<file path="config.mk">
export PLATFORM = sky130hd
export DESIGN_NAME = multicycle_ctrl
export DESIGN_NICKNAME = d
export VERILOG_FILES = /design/src/rtl/ctrl_pkg.sv /design/src/rtl/instr_class.sv /design/src/rtl/multicycle_ctrl.sv
export SDC_FILE = /design/constraint.sdc
export NUM_CORES = 1
export LEC_CHECK = 0
export ABC_AREA = 1
export BUFFER_PORTS_ARGS = -buffer_cell sky130_fd_sc_hd__buf_4
export CAP_MARGIN = 5
export CORE_MARGIN = 4
export CORE_UTILIZATION = 34
export DETAILED_ROUTE_END_ITERATION = 6
export GPL_TIMING_DRIVEN = 0
export MAX_ROUTING_LAYER = met4
export PLACE_DENSITY = 0.86
export SLEW_MARGIN = 10
export SYNTH_ARGS = -nofsm -noshare
export SYNTH_HDL_FRONTEND = slang
export SYNTH_SLANG_ARGS = --single-unit
</file>
<file path="constraint.sdc">
create_clock -name clk -period 1.6 [get_ports clk]
set_input_delay 0.32 -clock clk [delete_from_list [all_inputs] [get_ports clk]]
set_output_delay 0.32 -clock clk [all_outputs]
set_load 0.01 [all_outputs]
</file>
<file path="src/rtl/ctrl_pkg.sv">
// Shared encodings for the multicycle controller: FSM state codes, opcode/funct
// constants and the datapath mux/ALU select encodings.
package ctrl_pkg;

    typedef enum logic [3:0] {
        S_FETCH  = 4'd0,
        S_DECODE = 4'd1,
        S_MEMADR = 4'd2,
        S_MEMRD  = 4'd3,
        S_MEMWB  = 4'd4,
        S_MEMWR  = 4'd5,
        S_EXEC   = 4'd6,
        S_ALUWB  = 4'd7,
        S_BRANCH = 4'd8,
        S_ADDIEX = 4'd9,
        S_ADDIWB = 4'd10,
        S_JUMP   = 4'd11
    } state_t;

    localparam logic [5:0] OP_RTYPE = 6'h00;
    localparam logic [5:0] OP_LW    = 6'h23;
    localparam logic [5:0] OP_SW    = 6'h2B;
    localparam logic [5:0] OP_BEQ   = 6'h04;
    localparam logic [5:0] OP_ADDI  = 6'h08;
    localparam logic [5:0] OP_J     = 6'h02;

    localparam logic [5:0] FN_ADD = 6'h20;
    localparam logic [5:0] FN_SUB = 6'h22;
    localparam logic [5:0] FN_AND = 6'h24;
    localparam logic [5:0] FN_OR  = 6'h25;
    localparam logic [5:0] FN_SLT = 6'h2A;

    localparam logic [1:0] ALU_ADD   = 2'b00;
    localparam logic [1:0] ALU_SUB   = 2'b01;
    localparam logic [1:0] ALU_FUNCT = 2'b10;

    localparam logic [1:0] PC_ALU    = 2'b00;
    localparam logic [1:0] PC_ALUOUT = 2'b01;
    localparam logic [1:0] PC_JUMP   = 2'b10;

    localparam logic [1:0] SRCB_REG    = 2'b00;
    localparam logic [1:0] SRCB_FOUR   = 2'b01;
    localparam logic [1:0] SRCB_IMM    = 2'b10;
    localparam logic [1:0] SRCB_IMM_SH = 2'b11;

    function automatic logic funct_supported(input logic [5:0] funct);
        return (funct == FN_ADD) || (funct == FN_SUB) || (funct == FN_AND) ||
               (funct == FN_OR)  || (funct == FN_SLT);
    endfunction

endpackage

</file>
<file path="src/rtl/instr_class.sv">
// Combinational opcode/funct classifier; exactly one output is high for any input.
module instr_class
    import ctrl_pkg::*;
(
    input  logic [5:0] opcode,
    input  logic [5:0] funct,
    output logic       rtype,
    output logic       lw,
    output logic       sw,
    output logic       beq,
    output logic       addi,
    output logic       j,
    output logic       illegal
);

    always_comb begin
        // An R-type opcode with an unknown funct is classified illegal, not rtype.
        rtype   = (opcode == OP_RTYPE) && funct_supported(funct);
        lw      = (opcode == OP_LW);
        sw      = (opcode == OP_SW);
        beq     = (opcode == OP_BEQ);
        addi    = (opcode == OP_ADDI);
        j       = (opcode == OP_J);
        illegal = !(rtype || lw || sw || beq || addi || j);
    end

endmodule

</file>
<file path="src/rtl/multicycle_ctrl.sv">
// Moore-style control FSM for a multicycle MIPS-subset datapath. Outputs come
// from the state register; pc_en and the DECODE-cycle illegal pulse also see inputs.
module multicycle_ctrl
    import ctrl_pkg::*;
(
    input  logic        clk,
    input  logic        rst_n,
    input  logic [31:0] instr,
    input  logic        zero,
    output logic        ir_write,
    output logic        i_or_d,
    output logic        pc_write,
    output logic        branch,
    output logic        pc_en,
    output logic [1:0]  pc_src,
    output logic        alu_src_a,
    output logic [1:0]  alu_src_b,
    output logic [1:0]  alu_op,
    output logic        mem_write,
    output logic        mem_to_reg,
    output logic        reg_dst,
    output logic        reg_write,
    output logic [3:0]  state,
    output logic        illegal
);

    state_t state_q, state_d;

    logic is_rtype, is_lw, is_sw, is_beq, is_addi, is_j, is_illegal;
    logic ir_write_s, pc_write_s, branch_s, mem_write_s, reg_write_s, illegal_s;

    // Only opcode and funct are decoded here; the remaining fields feed the datapath.
    logic unused_instr;
    assign unused_instr = ^instr[25:6];

    instr_class u_class (
        .opcode  (instr[31:26]),
        .funct   (instr[5:0]),
        .rtype   (is_rtype),
        .lw      (is_lw),
        .sw      (is_sw),
        .beq     (is_beq),
        .addi    (is_addi),
        .j       (is_j),
        .illegal (is_illegal)
    );

    always_ff @(posedge clk or negedge rst_n) begin
        if (!rst_n) state_q <= S_FETCH;
        else        state_q <= state_d;
    end

    always_comb begin
        state_d     = S_FETCH;
        ir_write_s  = 1'b0;
        i_or_d      = 1'b0;
        pc_write_s  = 1'b0;
        branch_s    = 1'b0;
        pc_src      = PC_ALU;
        alu_src_a   = 1'b0;
        alu_src_b   = SRCB_REG;
        alu_op      = ALU_ADD;
        mem_write_s = 1'b0;
        mem_to_reg  = 1'b0;
        reg_dst     = 1'b0;
        reg_write_s = 1'b0;
        illegal_s   = 1'b0;
        case (state_q)
            S_FETCH: begin
                ir_write_s = 1'b1;
                alu_src_b  = SRCB_FOUR;
                pc_write_s = 1'b1;
                state_d    = S_DECODE;
            end
            S_DECODE: begin
                alu_src_b = SRCB_IMM_SH;
                illegal_s = is_illegal;
                if (is_lw || is_sw) state_d = S_MEMADR;
                else if (is_rtype)  state_d = S_EXEC;
                else if (is_beq)    state_d = S_BRANCH;
                else if (is_addi)   state_d = S_ADDIEX;
                else if (is_j)      state_d = S_JUMP;
                else                state_d = S_FETCH;
            end
            S_MEMADR: begin
                alu_src_a = 1'b1;
                alu_src_b = SRCB_IMM;
                // If the IR no longer holds a load/store, abandon rather than guess.
                if (is_lw)      state_d = S_MEMRD;
                else if (is_sw) state_d = S_MEMWR;
                else            state_d = S_FETCH;
            end
            S_MEMRD: begin
                i_or_d  = 1'b1;
                state_d = S_MEMWB;
            end
            S_MEMWB: begin
                mem_to_reg  = 1'b1;
                reg_write_s = 1'b1;
            end
            S_MEMWR: begin
                i_or_d      = 1'b1;
                mem_write_s = 1'b1;
            end
            S_EXEC: begin
                alu_src_a = 1'b1;
                alu_op    = ALU_FUNCT;
                state_d   = S_ALUWB;
            end
            S_ALUWB: begin
                reg_dst     = 1'b1;
                reg_write_s = 1'b1;
            end
            S_BRANCH: begin
                alu_src_a = 1'b1;
                alu_op    = ALU_SUB;
                pc_src    = PC_ALUOUT;
                branch_s  = 1'b1;
            end
            S_ADDIEX: begin
                alu_src_a = 1'b1;
                alu_src_b = SRCB_IMM;
                state_d   = S_ADDIWB;
            end
            S_ADDIWB: begin
                reg_write_s = 1'b1;
            end
            S_JUMP: begin
                pc_src     = PC_JUMP;
                pc_write_s = 1'b1;
            end
            default: state_d = S_FETCH;
        endcase
    end

    // While reset is held the register sits in FETCH; mask its write strobes.
    assign ir_write  = ir_write_s  & rst_n;
    assign pc_write  = pc_write_s  & rst_n;
    assign branch    = branch_s    & rst_n;
    assign mem_write = mem_write_s & rst_n;
    assign reg_write = reg_write_s & rst_n;
    assign illegal   = illegal_s   & rst_n;
    assign pc_en     = rst_n & (pc_write_s | (branch_s & zero));
    assign state     = state_q;

endmodule

</file>
==> results of run 1 <==
==> kinds of logic after synthesis <==
kind of cell | count (synthesis) | share of synthesized area
flops | 4 | 0.188
compound gates | 8 | 0.0868
buf+inv | 23 | 0.162
simple gates | 63 | 0.563
==> power groups by stage <==
stage / Combinational [W] / Sequential (W) / Clock, W
2_1_floorplan: 0.000260 / 0.000158 / 0
6_report: 0.000607 / 0.000154 / 0.000123
4_1_cts: 0.000574 / 0.000148 / 0.000126
3_3_place_gp: 0.000472 / 0.000151 / 0
5_1_grt: 0.000665 / 0.000157 / 0.000129
3_5_place_dp: 0.000484 / 0.000154 / 0
==> routing by layer <==
metal / share of wire / routed length (um)
met1: 0.33 / 589
met2: 0.52 / 931
met3: 0.13 / 236
met4: 0.021 / 38
met5: 0 / 0
==> area by class of cell <==
cell class                 count  share of cell area
clock buffer                   3              0.0238
multi-input combinational     71               0.409
sequential                     4               0.107
tap                           16              0.0212
timing repair buffer          43               0.348
inverter                      23              0.0913
==> repair_timing <==
item / in CTS / in global routing
pin swaps: 3 / 2
gates resized for setup: 8 / 10
buffers inserted: 6 / 1
endpoints found under the hold margin: 4 / 0
hold buffers: 1 / 0
setup endpoints to repair: 8 / 11
==> worst register-to-register path: stages, from the launching register on <==
cell and delay, ns:
sky130_fd_sc_hd__dfrtp_2 0.42, sky130_fd_sc_hd__nor2_2 0.12, sky130_fd_sc_hd__inv_2 0.10, sky130_fd_sc_hd__nor2_4 0.12, sky130_fd_sc_hd__buf_4 0.12, sky130_fd_sc_hd__nand2_1 0.05, sky130_fd_sc_hd__o21a_1 0.17, sky130_fd_sc_hd__nand2_1 0.07
==> cell usage in the layout, fill, tap and decap left out <==
cell and n:
sky130_fd_sc_hd__dfrtp_2 1, sky130_fd_sc_hd__or2_4 1, sky130_fd_sc_hd__inv_2 6, sky130_fd_sc_hd__dfrtp_1 3, sky130_fd_sc_hd__o21ai_1 3, sky130_fd_sc_hd__clkbuf_4 3, sky130_fd_sc_hd__nor2_4 6, sky130_fd_sc_hd__nand3_2 1
sky130_fd_sc_hd__nor2_2 4, sky130_fd_sc_hd__o21ai_0 1, sky130_fd_sc_hd__nand4_1 4, sky130_fd_sc_hd__inv_1 17, sky130_fd_sc_hd__nand2_2 6, sky130_fd_sc_hd__a21oi_1 2, sky130_fd_sc_hd__o21a_1 1, sky130_fd_sc_hd__dlygate4sd3_1 1
sky130_fd_sc_hd__nand3_1 10, sky130_fd_sc_hd__buf_6 1, sky130_fd_sc_hd__buf_4 41, sky130_fd_sc_hd__a21oi_2 1, sky130_fd_sc_hd__nor2_1 15, sky130_fd_sc_hd__nand2_1 16
==> stage by stage <==
| step | utilization | instances | hold slack (ns) |
|---|---|---|---|
| 3_3_place_gp | 0.548 | 149 | 0.134 |
| 5_1_grt | 0.635 | 160 | 0.390 |
| 4_1_cts | 0.618 | 159 | 0.369 |
| 3_5_place_dp | 0.548 | 149 | 0.134 |
| 2_1_floorplan | - | 98 | 0.0244 |
| 6_report | 0.635 | 160 | 0.371 |
==> how the worst min path moves through the flow <==
stage | slack, ns | from | to
2_1_floorplan | 0.02 | rst_n | state[0]$_DFF_PN0_
5_1_grt | 0.39 | instr[29] | state[2]$_DFF_PN0_
3_3_place_gp | 0.13 | rst_n | state[3]$_DFF_PN0_
3_5_place_dp | 0.13 | rst_n | state[0]$_DFF_PN0_
6_report | 0.37 | instr[29] | state[2]$_DFF_PN0_
4_1_cts | 0.37 | instr[29] | state[2]$_DFF_PN0_
==> flow_metrics.py, run 1 <==
metrics = {
    "outcome": {
        "result_of_the_run": "finished with violations",
        "violations": "negative setup slack",
    },
    "synthesis": {
        "post_synth.cell_area_avg_um2": 5.44,
        "most_frequent_cells_after_synthesis": "sky130_fd_sc_hd__nand2_1, sky130_fd_sc_hd__inv_1, sky130_fd_sc_hd__nor2_1",
        "postSynth.asyncResetShare": 1.00,
        "synth_largest_type_area_fraction": 0.188,
        "synth.most_common_cell": "sky130_fd_sc_hd__nand2_1",
        "synth_area_leaders": "sky130_fd_sc_hd__dfrtp_1, sky130_fd_sc_hd__nand2_1, sky130_fd_sc_hd__inv_1",
        "synth.distinct_cells": 16,
        "synth.yosys.seq_area_share": 0.188,
        "synth_top_area_cell": "sky130_fd_sc_hd__dfrtp_1",
        "total_number_of_yosys_warnings": 0,
        "syn_nets": 133,
        "synth.cell_area_um2": 533,
        "number_of_enable_flip_flop_cells_after_synthesis": 0,
        "synth-seq-cells": 4,
        "synth_flop_cell": "sky130_fd_sc_hd__dfrtp_1",
        "cells_after_synthesis": 98,
    },
    "cells_and_area": {
        "area_occupied_by_multi_input_gates_um2": 387,
        "layout.filler_cells": 133,
        "seqCellArea_um2": 101,
        "num_antenna_cells": 0,
        "post-route-cell-area_um2": 946,
        "finalNetCount": 181,
        "final_layout_size_suffix_gt1_frac": 0.493,
        "largest_register_ff_count": 4,
        "areaGrowthSynthToFinish_pct": 77.5,
    },
    "grt": {
        "globalRouteTotalUtil": 0.183,
        "vias_in_the_first_global_route": 773,
        "initial_antenna_violation_count": 0,
        "first_pass_grt_wire_length_mm": 2.89,
        "global_route.peak_usage_layer": "met2",
        "grt.overflow.total": 0,
        "grtUsageMet2": 0.356,
        "grt_max_degree": 6,
        "use_met1": 0.157,
        "gr-usage-met3": 0.0338,
    },
    "clock_network": {
        "clk_pin_slew_worst_paths_ns": 0.04,
        "cts_buffers": 3,
        "clock_latency_ns": 0.23,
        "ctsRootBufferMaster": "sky130_fd_sc_hd__clkbuf_4",
        "tritoncts_num_sinks": 4,
        "htree_num_levels": 1,
        "max-clock-path-buffers": 2,
        "tritoncts": "yes",
    },
    "power": {
        "combPwrFrac": 0.687,
        "relative_contribution_of_the_clock_network_to_total_power": 0.139,
        "leakage_nw": 0.562,
        "total_power_w": 0.000884,
        "switching_share_of_total_power": 0.445,
        "sequentialPowerShare": 0.174,
        "power_density_nw_per_um2": 935,
        "power.internal_w": 0.000491,
        "power.switching_w": 0.000393,
        "irDropWorstVdd_mv": 0.493,
    },
    "timing": {
        "layout_setup_ws_ns": -0.113,
        "worst_slew_pin_slew_ns": 0.275,
        "fin_crit_ns": 1.71,
        "setup_tns_ns": -0.404,
        "rsz0062_at_grt": "yes",
        "fmax_ghz": 0.584,
        "timing.final.setup_violations": 9,
        "timing.final.hold_violations": 0,
        "max-slew-margin-rel": 0.816,
        "min_period_over_period": 1.07,
        "final_max_slew_violation_count": 0,
        "clock-skew-final_ns": 0.00411,
    },
    "setup_path": {
        "critical-path-max-stage-delay_ns": 0.42,
        "critical-path-top-delay-family": "simple AND/OR/NAND/NOR gates",
        "cp_data_required_time_ns": 1.28,
        "critical_path_end": "pc_en",
        "crit_path_cell_trace": "or2_4 -> nor2_4 -> nand2_2 -> a21oi_2 -> buf_4",
        "signal_arrival_time_at_the_worst_endpoint_ns": 1.39,
        "start_kind": "flop",
        "critical_path.reg2reg.endpoint": "state[1]$_DFF_PN0_",
        "crit-reg2reg-launch": "state[2]$_DFF_PN0_",
        "logic_depth_of_the_worst_path_buffers_included": 5,
        "timing.setup.critical_path_class": "reg -> out",
        "worst-r2r-cell-count": 7,
        "reg2reg_setup_slack_ns": 0.36,
        "worst_setup_path_startpoint": "state[2]$_DFF_PN0_",
        "crit_path_max_fo": 5,
        "cp_num_buf_inv": 1,
        "crit_path_end_kind": "output pin",
        "crit_path_top_delay_cell": "sky130_fd_sc_hd__dfrtp_2",
    },
    "floorplan": {
        "initial_utilization": 0.358,
        "core_um2": 1490,
        "floorplan.io_pins": 56,
        "fp-row-count": 14,
        "dieWidth_um": 47.6,
        "die-area_um2": 2270,
        "floorplan.die.height_um": 47.6,
    },
    "route": {
        "routed_via_density": 4.93,
        "wl_per_cell_um": 11.2,
        "drt-total-wl_mm": 1.80,
        "ant_nets": 0,
        "drt_first_pass_iters": 4,
        "drt_iter0_markers": 12,
        "detail_route.drc_violations": 0,
        "num_vias": 788,
    },
    "flow_run": {
        "timing.max_cap.violations": 0,
    },
    "place": {
        "gp_routability_congestion": 0.904,
        "buffer_ports.inserted": 35,
        "placement.cell_area_um2": 816,
        "placement.setup.worst_slack_ns": 0.0812,
        "hpwlAfterDp_mm": 1.39,
    },
    "min_path": {
        "hold_depth": 3,
        "hp-class": "in -> reg",
    },
}
Note: power is estimated with default switching activity, not from simulation.
==> inputs of run 2 (changes only) <==
--- a/config.mk
+++ b/config.mk
@@ -9,7 +9,7 @@
 export BUFFER_PORTS_ARGS = -buffer_cell sky130_fd_sc_hd__buf_4
 export CAP_MARGIN = 5
 export CORE_MARGIN = 4
-export CORE_UTILIZATION = 34
+export CORE_UTILIZATION = 36
 export DETAILED_ROUTE_END_ITERATION = 6
 export GPL_TIMING_DRIVEN = 0
 export MAX_ROUTING_LAYER = met4
@@ -17,4 +17,5 @@
 export SLEW_MARGIN = 10
 export SYNTH_ARGS = -nofsm -noshare
 export SYNTH_HDL_FRONTEND = slang
+export SYNTH_HIERARCHICAL = 1
 export SYNTH_SLANG_ARGS = --single-unit
==> flow_metrics.py, run 2 <==
metrics = {
    "outcome": {
        "result_of_the_run": "finished with violations",
        "violations": "negative setup slack",
    },
    "route": {
        "num_vias": 918,
        "drt_first_pass_iters": 4,
        "ant_nets": 0,
        "drt-total-wl_mm": 2.15,
        "wl_per_cell_um": 11.7,
        "detail_route.drc_violations": 0,
        "routed_via_density": 5.02,
        "drt_iter0_markers": 11,
    },
    "setup_path": {
        "start_kind": "flop",
        "worst_setup_path_startpoint": "state[0]$_DFF_PN0_",
        "signal_arrival_time_at_the_worst_endpoint_ns": 1.36,
        "crit_path_end_kind": "output pin",
        "cp_data_required_time_ns": 1.28,
        "critical_path.reg2reg.endpoint": "state[1]$_DFF_PN0_",
        "critical_path_end": "alu_src_a",
        "reg2reg_setup_slack_ns": 0.38,
        "crit-reg2reg-launch": "state[2]$_DFF_PN0_",
        "worst-r2r-cell-count": 7,
        "crit_path_max_fo": 6,
        "timing.setup.critical_path_class": "reg -> out",
    },
    "floorplan": {
        "dieWidth_um": 49.4,
        "floorplan.die.height_um": 49.4,
        "fp-row-count": 14,
        "die-area_um2": 2440,
        "floorplan.io_pins": 56,
        "initial_utilization": 0.396,
        "core_um2": 1560,
    },
    "timing": {
        "setup_tns_ns": -0.312,
        "layout_setup_ws_ns": -0.0798,
        "timing.final.setup_violations": 7,
        "fmax_ghz": 0.595,
        "final_max_slew_violation_count": 0,
        "rsz0062_at_grt": "yes",
        "fin_crit_ns": 1.68,
        "clock-skew-final_ns": 0.00475,
        "worst_slew_pin_slew_ns": 0.291,
        "min_period_over_period": 1.05,
        "timing.final.hold_violations": 0,
        "max-slew-margin-rel": 0.804,
    },
    "clock_network": {
        "htree_num_levels": 1,
        "ctsRootBufferMaster": "sky130_fd_sc_hd__clkbuf_4",
        "max-clock-path-buffers": 2,
        "tritoncts": "yes",
        "clock_latency_ns": 0.23,
        "tritoncts_num_sinks": 4,
        "cts_buffers": 3,
        "clk_pin_slew_worst_paths_ns": 0.04,
    },
    "power": {
        "leakage_nw": 0.650,
        "total_power_w": 0.000955,
        "power.switching_w": 0.000445,
        "switching_share_of_total_power": 0.467,
        "irDropWorstVdd_mv": 0.425,
        "power.internal_w": 0.000509,
        "power_density_nw_per_um2": 893,
        "combPwrFrac": 0.673,
        "sequentialPowerShare": 0.200,
        "relative_contribution_of_the_clock_network_to_total_power": 0.126,
    },
    "synthesis": {
        "synth-seq-cells": 4,
        "number_of_enable_flip_flop_cells_after_synthesis": 0,
        "total_number_of_yosys_warnings": 6,
        "synth_flop_cell": "sky130_fd_sc_hd__dfrtp_1",
        "cells_after_synthesis": 120,
        "syn_nets": 155,
        "synth.cell_area_um2": 617,
        "post_synth.cell_area_avg_um2": 5.14,
        "postSynth.asyncResetShare": 1.00,
        "synth_largest_type_area_fraction": 0.213,
        "synth.yosys.seq_area_share": 0.162,
        "synth.most_common_cell": "sky130_fd_sc_hd__nand2_1",
        "synth.distinct_cells": 14,
        "synth_top_area_cell": "sky130_fd_sc_hd__nand2_1",
        "synth_area_leaders": "sky130_fd_sc_hd__nand2_1, sky130_fd_sc_hd__nor2_1, sky130_fd_sc_hd__dfrtp_1",
        "most_frequent_cells_after_synthesis": "sky130_fd_sc_hd__nand2_1, sky130_fd_sc_hd__nor2_1, sky130_fd_sc_hd__inv_1",
    },
    "grt": {
        "first_pass_grt_wire_length_mm": 3.36,
        "initial_antenna_violation_count": 0,
        "globalRouteTotalUtil": 0.178,
        "grt.overflow.total": 0,
        "grt_max_degree": 7,
        "vias_in_the_first_global_route": 849,
    },
    "cells_and_area": {
        "layout_common_cells": "sky130_fd_sc_hd__buf_4, sky130_fd_sc_hd__nand2_1, sky130_fd_sc_hd__nor2_1",
        "finalCoreUtilization": 0.686,
        "largest_register_ff_count": 4,
        "num_antenna_cells": 0,
        "areaGrowthSynthToFinish_pct": 73.4,
        "layout.filler_cells": 137,
        "finalNonFillerCells": 183,
        "final_layout_size_suffix_gt1_frac": 0.437,
        "most_common_cell_after_layout_fill_and_taps_aside": "sky130_fd_sc_hd__buf_4",
        "finalNetCount": 204,
    },
    "min_path": {
        "hp-class": "in -> async",
    },
    "place": {
        "hpwlAfterDp_mm": 1.52,
        "placement.setup.worst_slack_ns": 0.0338,
        "gp_routability_congestion": 0.926,
        "buffer_ports.inserted": 35,
        "placed_cells_incl_taps": 171,
    },
    "flow_run": {
        "timing.max_cap.violations": 0,
    },
}
==> run 2: cell count changes in the layout (fill, tap and decap cells not counted), moves of 4 or more <==
cell	before	now
sky130_fd_sc_hd__inv_2	6	2
sky130_fd_sc_hd__nor2_1	15	26
sky130_fd_sc_hd__nand2_2	6	2
sky130_fd_sc_hd__nand2_1	16	32
==> run 2: kinds of logic (layout without fill, tap and decap cells) <==
kind of cell           count (synthesis)  after routing  synth area share
DFF                                    4              4             0.162
and+or+nand+nor                       87             87             0.641
AOI/OAI and AO/OA                      4              4            0.0385
buffers and inverters                 25             72             0.158
==> run 2: worst max-delay path, stage by stage (launching register included) <==
cell and delay [ns]:
sky130_fd_sc_hd__dfrtp_2 0.47, sky130_fd_sc_hd__inv_1 0.09, sky130_fd_sc_hd__nor2_1 0.18, sky130_fd_sc_hd__nand2_1 0.14, sky130_fd_sc_hd__nand4_1 0.12, sky130_fd_sc_hd__buf_4 0.13
==> run 2: final cells by class <==
cell class	count	area (um2)	share of cell area
repair buffers	44	344	0.322
multi-input cells	91	472	0.441
clock buffers	3	22.5	0.0211
well taps	16	20.0	0.0187
flip-flops and latches	4	105	0.0982
plain buffers	1	11.3	0.0105
inverters	24	95.1	0.0889
==> run 2: stage by stage <==
stage	cell area (um2)	hold WS, ns
2_1_floorplan	617	0.0244
3_3_place_gp	900	0.125
3_5_place_dp	900	0.126
4_1_cts	1020	0.461
5_1_grt	1070	0.498
6_report	1070	0.463
==> run 2: how the worst min path moves through the flow <==
stage | start | to | slack [ns] | cells after the start
after global placement | rst_n | state[2]$_DFF_PN0_ | 0.13 | 1
final | rst_n | state[2]$_DFF_PN0_ | 0.46 | 2
after floorplan | rst_n | state[0]$_DFF_PN0_ | 0.02 | 0
after detailed placement | rst_n | state[1]$_DFF_PN0_ | 0.13 | 1
after CTS | rst_n | state[1]$_DFF_PN0_ | 0.46 | 2
after global routing | rst_n | state[3]$_DFF_PN0_ | 0.50 | 2
==> run 2: timing repair <==
| item | CTS | global route |
|---|---|---|
| gates cloned | 0 | 0 |
| hold endpoints to repair | 4 | 0 |
| setup buffers | 7 | 1 |
| gates resized for setup | 15 | 13 |
| endpoints found under the setup margin | 9 | 10 |
| hold buffers | 1 | 0 |
| pin swaps | 3 | 3 |
==> run 2: power groups by stage <==
stage          Sequential, W  Clock [W]  Combinational (W)
2_1_floorplan       0.000169          0           0.000271
3_3_place_gp        0.000167          0           0.000484
3_5_place_dp        0.000169          0           0.000495
4_1_cts             0.000184   0.000123           0.000579
5_1_grt             0.000193   0.000139           0.000702
6_report            0.000191   0.000121           0.000643
==> run 2: layer usage <==
| metal | vias up | global-route usage | wire [um] | part of all wire |
|---|---|---|---|---|
| li1 | 454 | - | - | - |
| met1 | 409 | 0.158 | 788 | 0.37 |
| met2 | 51 | 0.348 | 1100 | 0.51 |
| met3 | 4 | 0.0398 | 233 | 0.11 |
| met4 | 0 | 0.0876 | 27 | 0.013 |
| met5 | - | - | 0 | 0 |
